File: config.mk
export PLATFORM = sky130hd
export DESIGN_NAME = rle_block_sequencer_flat
export DESIGN_NICKNAME = d
export VERILOG_FILES = /design/src/rtl/rle_block_sequencer_pkg.sv /design/src/rtl/rle_block_sequencer_if.sv /design/src/rtl/rle_block_sequencer_coef_sel.sv /design/src/rtl/rle_block_sequencer.sv /design/src/flat_wrapper.sv
export SDC_FILE = /design/constraint.sdc
export NUM_CORES = 1
export LEC_CHECK = 0
export CORE_ASPECT_RATIO = 1.2
export CORE_MARGIN = 5
export CORE_UTILIZATION = 45
export CTS_CLUSTER_SIZE = 24
export DETAILED_ROUTE_END_ITERATION = 8
export GPL_TIMING_DRIVEN = 0
export PLACE_DENSITY = 0.75
export SYNTH_ARGS = -nofsm -noshare
export SYNTH_HDL_FRONTEND = slang
export SYNTH_SLANG_ARGS = --single-unit
File: constraint.sdc
create_clock -name clk -period 9.7 [get_ports clk]
set_clock_uncertainty 0.15 [all_clocks]
set_input_delay 1.94 -clock clk [delete_from_list [all_inputs] [get_ports clk]]
set_output_delay 1.94 -clock clk [all_outputs]
set_load 0.02 [all_outputs]
File: src/rtl/rle_block_sequencer_pkg.sv
// rtl/rle_block_sequencer_pkg.sv - shared widths, constants and state encoding for the RLE block sequencer
package rle_block_sequencer_pkg;

  localparam int COEF_W    = 10;
  localparam int ROW_N     = 8;
  localparam int ROWS      = 8;
  localparam int ROW_W     = COEF_W * ROW_N;
  localparam int SEL_W     = $clog2(ROW_N);
  localparam int RIDX_W    = $clog2(ROWS);
  localparam int RUN_W     = 6;
  localparam int SYM_RUN_W = 4;
  localparam int ZRL_LEN   = 16;
  localparam logic [SYM_RUN_W-1:0] ZRL_RUN = 4'd15;

  typedef enum logic [1:0] {
    S_IDLE,
    S_SCAN,
    S_EOB,
    S_DONE
  } state_t;

endpackage

File: src/rtl/rle_block_sequencer_if.sv
// rtl/rle_block_sequencer_if.sv - row input and symbol output handshakes of the RLE block sequencer
interface rle_block_sequencer_if;
  import rle_block_sequencer_pkg::*;

  logic [ROW_W-1:0]     row_in;
  logic                 row_valid;
  logic                 row_ready;
  logic                 sym_valid;
  logic                 sym_ready;
  logic [SYM_RUN_W-1:0] sym_run;
  logic [COEF_W-1:0]    sym_val;
  logic                 sym_dc;
  logic                 sym_eob;

  modport master (
    output row_in, row_valid, sym_ready,
    input  row_ready, sym_valid, sym_run, sym_val, sym_dc, sym_eob
  );

  modport slave (
    input  row_in, row_valid, sym_ready,
    output row_ready, sym_valid, sym_run, sym_val, sym_dc, sym_eob
  );

endinterface

File: src/rtl/rle_block_sequencer_coef_sel.sv
// rtl/rle_block_sequencer_coef_sel.sv - picks coefficient sel out of a held row and flags it zero
module rle_coef_sel
  import rle_block_sequencer_pkg::*;
(
  input  logic [ROW_W-1:0]  row_q,
  input  logic [SEL_W-1:0]  sel,
  output logic [COEF_W-1:0] coef,
  output logic              is_zero
);

  // Coefficient 0 lives in the most significant slice of the row.
  always_comb begin
    coef = '0;
    for (int k = 0; k < ROW_N; k++) begin
      if (sel == SEL_W'(k)) coef = row_q[COEF_W*(ROW_N-k)-1 -: COEF_W];
    end
  end

  assign is_zero = (coef == '0);

endmodule

File: src/rtl/rle_block_sequencer.sv
// rtl/rle_block_sequencer.sv - run-length scan controller emitting DC/AC/ZRL/EOB symbols per 8x8 block
module rle_block_sequencer
  import rle_block_sequencer_pkg::*;
(
  input  logic              clk,
  input  logic              reset,
  rle_block_sequencer_if.slave bus,
  output logic [SEL_W-1:0]  sel_cnt,
  output logic              blk_done
);

  state_t              state, state_nx;
  logic [ROW_W-1:0]    row_q, row_q_nx;
  logic [RIDX_W-1:0]   row_idx, row_idx_nx;
  logic [SEL_W-1:0]    sel_nx;
  logic [RUN_W-1:0]    run, run_nx, run_after;
  logic [COEF_W-1:0]   coef;
  logic                coef_zero;
  logic                adv;
  logic                row_ready;
  logic                sym_valid;
  logic [SYM_RUN_W-1:0] sym_run;
  logic [COEF_W-1:0]   sym_val;
  logic                sym_dc;
  logic                sym_eob;

  rle_coef_sel u_coef_sel (
    .row_q   (row_q),
    .sel     (sel_cnt),
    .coef    (coef),
    .is_zero (coef_zero)
  );

  always_ff @(posedge clk) begin
    if (!reset) begin
      state   <= S_IDLE;
      row_q   <= '0;
      row_idx <= '0;
      sel_cnt <= '0;
      run     <= '0;
    end else begin
      state   <= state_nx;
      row_q   <= row_q_nx;
      row_idx <= row_idx_nx;
      sel_cnt <= sel_nx;
      run     <= run_nx;
    end
  end

  // Symbol outputs depend only on registered state, so they hold while the consumer stalls.
  always_comb begin
    state_nx   = state;
    row_q_nx   = row_q;
    row_idx_nx = row_idx;
    sel_nx     = sel_cnt;
    run_nx     = run;
    run_after  = run;
    adv        = 1'b0;
    row_ready  = 1'b0;
    sym_valid  = 1'b0;
    sym_run    = '0;
    sym_val    = '0;
    sym_dc     = 1'b0;
    sym_eob    = 1'b0;
    blk_done   = 1'b0;

    case (state)
      S_IDLE: begin
        row_ready = 1'b1;
        if (bus.row_valid) begin
          row_q_nx = bus.row_in;
          sel_nx   = '0;
          state_nx = S_SCAN;
        end
      end
      S_SCAN: begin
        if (row_idx == '0 && sel_cnt == '0) begin
          sym_valid = 1'b1;
          sym_val   = coef;
          sym_dc    = 1'b1;
          adv       = bus.sym_ready;
        end else if (coef_zero) begin
          run_after = run + RUN_W'(1);
          adv       = 1'b1;
        end else if (run >= RUN_W'(ZRL_LEN)) begin
          // Emit one ZRL and revisit the same coefficient next cycle.
          sym_valid = 1'b1;
          sym_run   = ZRL_RUN;
          if (bus.sym_ready) run_after = run - RUN_W'(ZRL_LEN);
        end else begin
          sym_valid = 1'b1;
          sym_run   = run[SYM_RUN_W-1:0];
          sym_val   = coef;
          if (bus.sym_ready) begin
            run_after = '0;
            adv       = 1'b1;
          end
        end
        run_nx = run_after;
        if (adv) begin
          if (sel_cnt != SEL_W'(ROW_N-1)) begin
            sel_nx = sel_cnt + SEL_W'(1);
          end else if (row_idx != RIDX_W'(ROWS-1)) begin
            row_idx_nx = row_idx + RIDX_W'(1);
            state_nx   = S_IDLE;
          end else begin
            state_nx = (run_after != '0) ? S_EOB : S_DONE;
          end
        end
      end
      S_EOB: begin
        sym_valid = 1'b1;
        sym_eob   = 1'b1;
        if (bus.sym_ready) state_nx = S_DONE;
      end
      S_DONE: begin
        blk_done   = 1'b1;
        row_idx_nx = '0;
        run_nx     = '0;
        state_nx   = S_IDLE;
      end
      default: state_nx = S_IDLE;
    endcase
  end

  assign bus.row_ready = row_ready;
  assign bus.sym_valid = sym_valid;
  assign bus.sym_run   = sym_run;
  assign bus.sym_val   = sym_val;
  assign bus.sym_dc    = sym_dc;
  assign bus.sym_eob   = sym_eob;

endmodule

File: src/flat_wrapper.sv
// flat-port wrapper written by rule: the top's interface ports become plain ports
module rle_block_sequencer_flat import rle_block_sequencer_pkg::*;
  (clk, reset, sel_cnt, blk_done, bus_row_in, bus_row_valid, bus_sym_ready, bus_row_ready, bus_sym_valid, bus_sym_run, bus_sym_val, bus_sym_dc, bus_sym_eob);
  rle_block_sequencer_if bus_i ();
  input  logic clk;
  input  logic reset;
  output logic [SEL_W-1:0] sel_cnt;
  output logic blk_done;
  input wire logic [$bits(bus_i.row_in)-1:0] bus_row_in;
  input wire logic [$bits(bus_i.row_valid)-1:0] bus_row_valid;
  input wire logic [$bits(bus_i.sym_ready)-1:0] bus_sym_ready;
  output wire logic [$bits(bus_i.row_ready)-1:0] bus_row_ready;
  output wire logic [$bits(bus_i.sym_valid)-1:0] bus_sym_valid;
  output wire logic [$bits(bus_i.sym_run)-1:0] bus_sym_run;
  output wire logic [$bits(bus_i.sym_val)-1:0] bus_sym_val;
  output wire logic [$bits(bus_i.sym_dc)-1:0] bus_sym_dc;
  output wire logic [$bits(bus_i.sym_eob)-1:0] bus_sym_eob;
  assign bus_i.row_in = bus_row_in;
  assign bus_i.row_valid = bus_row_valid;
  assign bus_i.sym_ready = bus_sym_ready;
  assign bus_row_ready = bus_i.row_ready;
  assign bus_sym_valid = bus_i.sym_valid;
  assign bus_sym_run = bus_i.sym_run;
  assign bus_sym_val = bus_i.sym_val;
  assign bus_sym_dc = bus_i.sym_dc;
  assign bus_sym_eob = bus_i.sym_eob;
  rle_block_sequencer u_core (.clk(clk), .reset(reset), .bus(bus_i), .sel_cnt(sel_cnt), .blk_done(blk_done));
endmodule
==> reports/results.txt <==
CP Depth = 16
Post-Syn Area = 5029 um^2
Final ANT Viol Nets = 0
crit-path cells = buf_6 -> inv_1 -> buf_2 -> ha_1 -> or2_1 -> buf_6 -> a211oi_2 -> o22ai_1 -> a21oi_1 -> nor4_2 -> and3_4 -> buf_6 -> nor2b_1 -> o21ai_1 -> nor2_1 -> clkdlybuf4s50_1
XOR/XNOR Fraction of Synth Area = 0.001742
Crit path max-delay family = buffers and inverters
YS warnings = 0
Final TNS setup = 0 ps
simple-gate portion of the synthesized area = 0.2456
Leak = 2.435 nW
initial antenna violation count = 0
first-pass GRT wire length = 24,290 um
Area Overhead vs Synth = 30.46%
Worst Hold Class = reg2reg
Worst slew margin = 0.5513
Cell Area, Placed = 6245 um^2
largest family of logic cells by synthesized area = compound AO/OA/AOI/OAI gates
dpl hpwl = 11,610 um
Critical Path Start Type = flip-flop
DR vias = 5,075
clk sinks = 94
Port Buffers = 105
outcome = finished, final reports clean
Worst-path clk slew = 60 ps
Mapped Nets = 787
Die H = 125.8 um
RSZ-0062 raised after global routing = false
worst flop-to-flop path endpoint = u_core.sel_cnt[1]
vias per inst = 5.405
max frequency = 153.8 MHz
Util after Layout = 0.5973
clock latency on the worst-skew pair = 340 ps
hold buffer count at cts = 0
crit path time final = 6503 ps
largest net degree at the start of global routing = 15
nets = 903
die extent in x = 106.5 um
EDFF count, synth = 0
Synth async-reset ratio = 0
leading cell type in the layout, fill and taps excluded = nand2_1
reg2reg path depth = 14
Initial Utilization = 0.4578
post-synthesis adder-cell area fraction = 0.03981
root cell of the clock tree = clkbuf_16
synthesized area per cell = 7.320 um^2
DRT iter0 DRCs = 340
row count = 42
Ports = 106
residual overflow from global routing = 0
Remaining DRCs = 0
Worst Tran Pin Value = 673.1 ps
Routability Congestion = 0.9825
fill count = 1,007
First-pass DRT Iterations = 5
Setup Fix Bufs, Post-CTS = 0
pwr/cell area = 165.6 nW/um^2
critical path class = reg2out
Peak VDD IR = 0.09908 mV
post-route cell area = 6560 um^2
most frequent cells in the layout = nand2_1, a21oi_1, clkdlybuf4s50_1
die area = 13,400 um^2
slowest cell on the critical path = clkdlybuf4s50_1
Final Slew Violations = 0
r2r setup slk = 6000 ps
Mapped Cells = 687
max-cap violations = 0
CP Capture Type = output pin
antenna cells = 0
CP required = 7610 ps
number of global-route vias before repair = 5,127
htree depth = 3
Global Route Usage Sum = 0.2247
Total Power = 0.001087 W
Max Root-Sink Buffers = 2
TritonCTS Buffers = 9
Compound-Gate Fraction of Synth Area = 0.2458
Synth Register Bits = 94
Final Hold Viols = 0
Data arrival, critical path = 4410 ps
crit path capture = bus_sym_val[5]
crit-path max cell delay = 580 ps
CP max FO = 10
mux share of post-synthesis cell area = 0.008211
final worst path period share = 0.6704
final setup violation count = 0
worst r2r src = u_core.sel_cnt[2]
Crit path buffers/inverters = 6
CTS tree = done
cell repeated most along the worst path = buf_6
DR WL/cell = 15.78 um
layout cells sized above 1 = 0.06815
Netlist cell types = 58
Resized Gates After CTS = 0
Core Region = 10,980 um^2
post-synthesis sequential area ratio = 0.3742
Primary FF master, synth = dfxtp_1
Setup crit start = u_core.sel_cnt[2]
detailed-route wire length = 14,810 um
==> logic make-up after synthesis <==
| group | after synthesis |
|---|---|
| AND/OR/NAND/NOR | 277 |
| AO/OA/AOI/OAI | 197 |
| buffers and inverters | 98 |
| flip-flops | 94 |
| adder cells (fa/ha/maj) | 16 |
| multiplexers | 4 |
| XOR/XNOR | 1 |
==> worst min-delay path: stages, from the launching register on <==
cell,delay [ps]
dfxtp_1,310
nand2_1,50
a21oi_1,50
==> state kept, by name (all words and copies together), names as in the netlist, named ones only <==
signal          cells
u_core.state        1
u_core.row_q       80
u_core.row_idx      3
u_core.run          6
u_core.sel_cnt      3
==> final cells by class <==
class,count,area [um^2],area share
buffer,50,245.2,0.03738
clock buffer,12,246.5,0.03757
clock inverter,3,68.82,0.01049
inverter,48,180.2,0.02747
multi-input combinational,495,2721,0.4148
sequential,94,1882,0.2869
tap,132,165.2,0.02518
timing repair buffer,105,1051,0.1602
==> metal layers <==
layer,GRT usage,up-vias,part of all wire
met4,0.08954,0,0.026
met1,0.2657,2331,0.42
met3,0.05169,24,0.066
met2,0.3920,175,0.49
met5,0,-,0
li1,-,2545,-
==> power breakdown <==
part / total [W] / switching [W] / internal [W]
Sequential: 0.000445 / 0.0000245 / 0.000420
Combinational: 0.000268 / 0.000154 / 0.000114
Clock: 0.000374 / 0.000142 / 0.000232
==> cells in the mapped netlist (all sizes together) (6+ instances only) <==
| cell type | number | area share |
|---|---|---|
| nand2 | 197 | 0.15 |
| a21oi | 121 | 0.12 |
| dfxtp | 94 | 0.37 |
| inv | 48 | 0.036 |
| clkbuf | 27 | 0.020 |
| buf | 23 | 0.029 |
| nor2 | 23 | 0.017 |
| ha | 16 | 0.040 |
| o21ai | 14 | 0.014 |
| nand2b | 10 | 0.012 |
| nand3b | 10 | 0.015 |
| o22ai | 10 | 0.014 |
| a221oi | 9 | 0.022 |
| a31oi | 9 | 0.011 |
| nor2b | 9 | 0.011 |
| o31ai | 6 | 0.0090 |
==> worst min-delay path by stage <==
| stage | startpoint | to | slack [ps] | cells after the start |
|---|---|---|---|---|
| after CTS | u_core.row_q[73] | u_core.row_q[73] | 310 | 2 |
| after global routing | u_core.row_q[5] | u_core.row_q[5] | 330 | 2 |
| after detailed placement | u_core.row_q[2] | u_core.row_q[2] | 300 | 2 |
| after global placement | u_core.row_q[2] | u_core.row_q[2] | 290 | 2 |
| final | u_core.row_q[74] | u_core.row_q[74] | 310 | 2 |
| after floorplan | u_core.row_q[1] | u_core.row_q[1] | 280 | 2 |
==> through the flow <==
step,hold WS (ps),worst slack (ps),std cells
3_5_place_dp,297.0,3656,924
5_1_grt,329.6,2899,939
6_report,306.7,3197,939
2_1_floorplan,281.2,4527,687
3_3_place_gp,290.1,3665,924
4_1_cts,308.2,3246,939
Note: power is estimated with default switching activity, not from simulation.
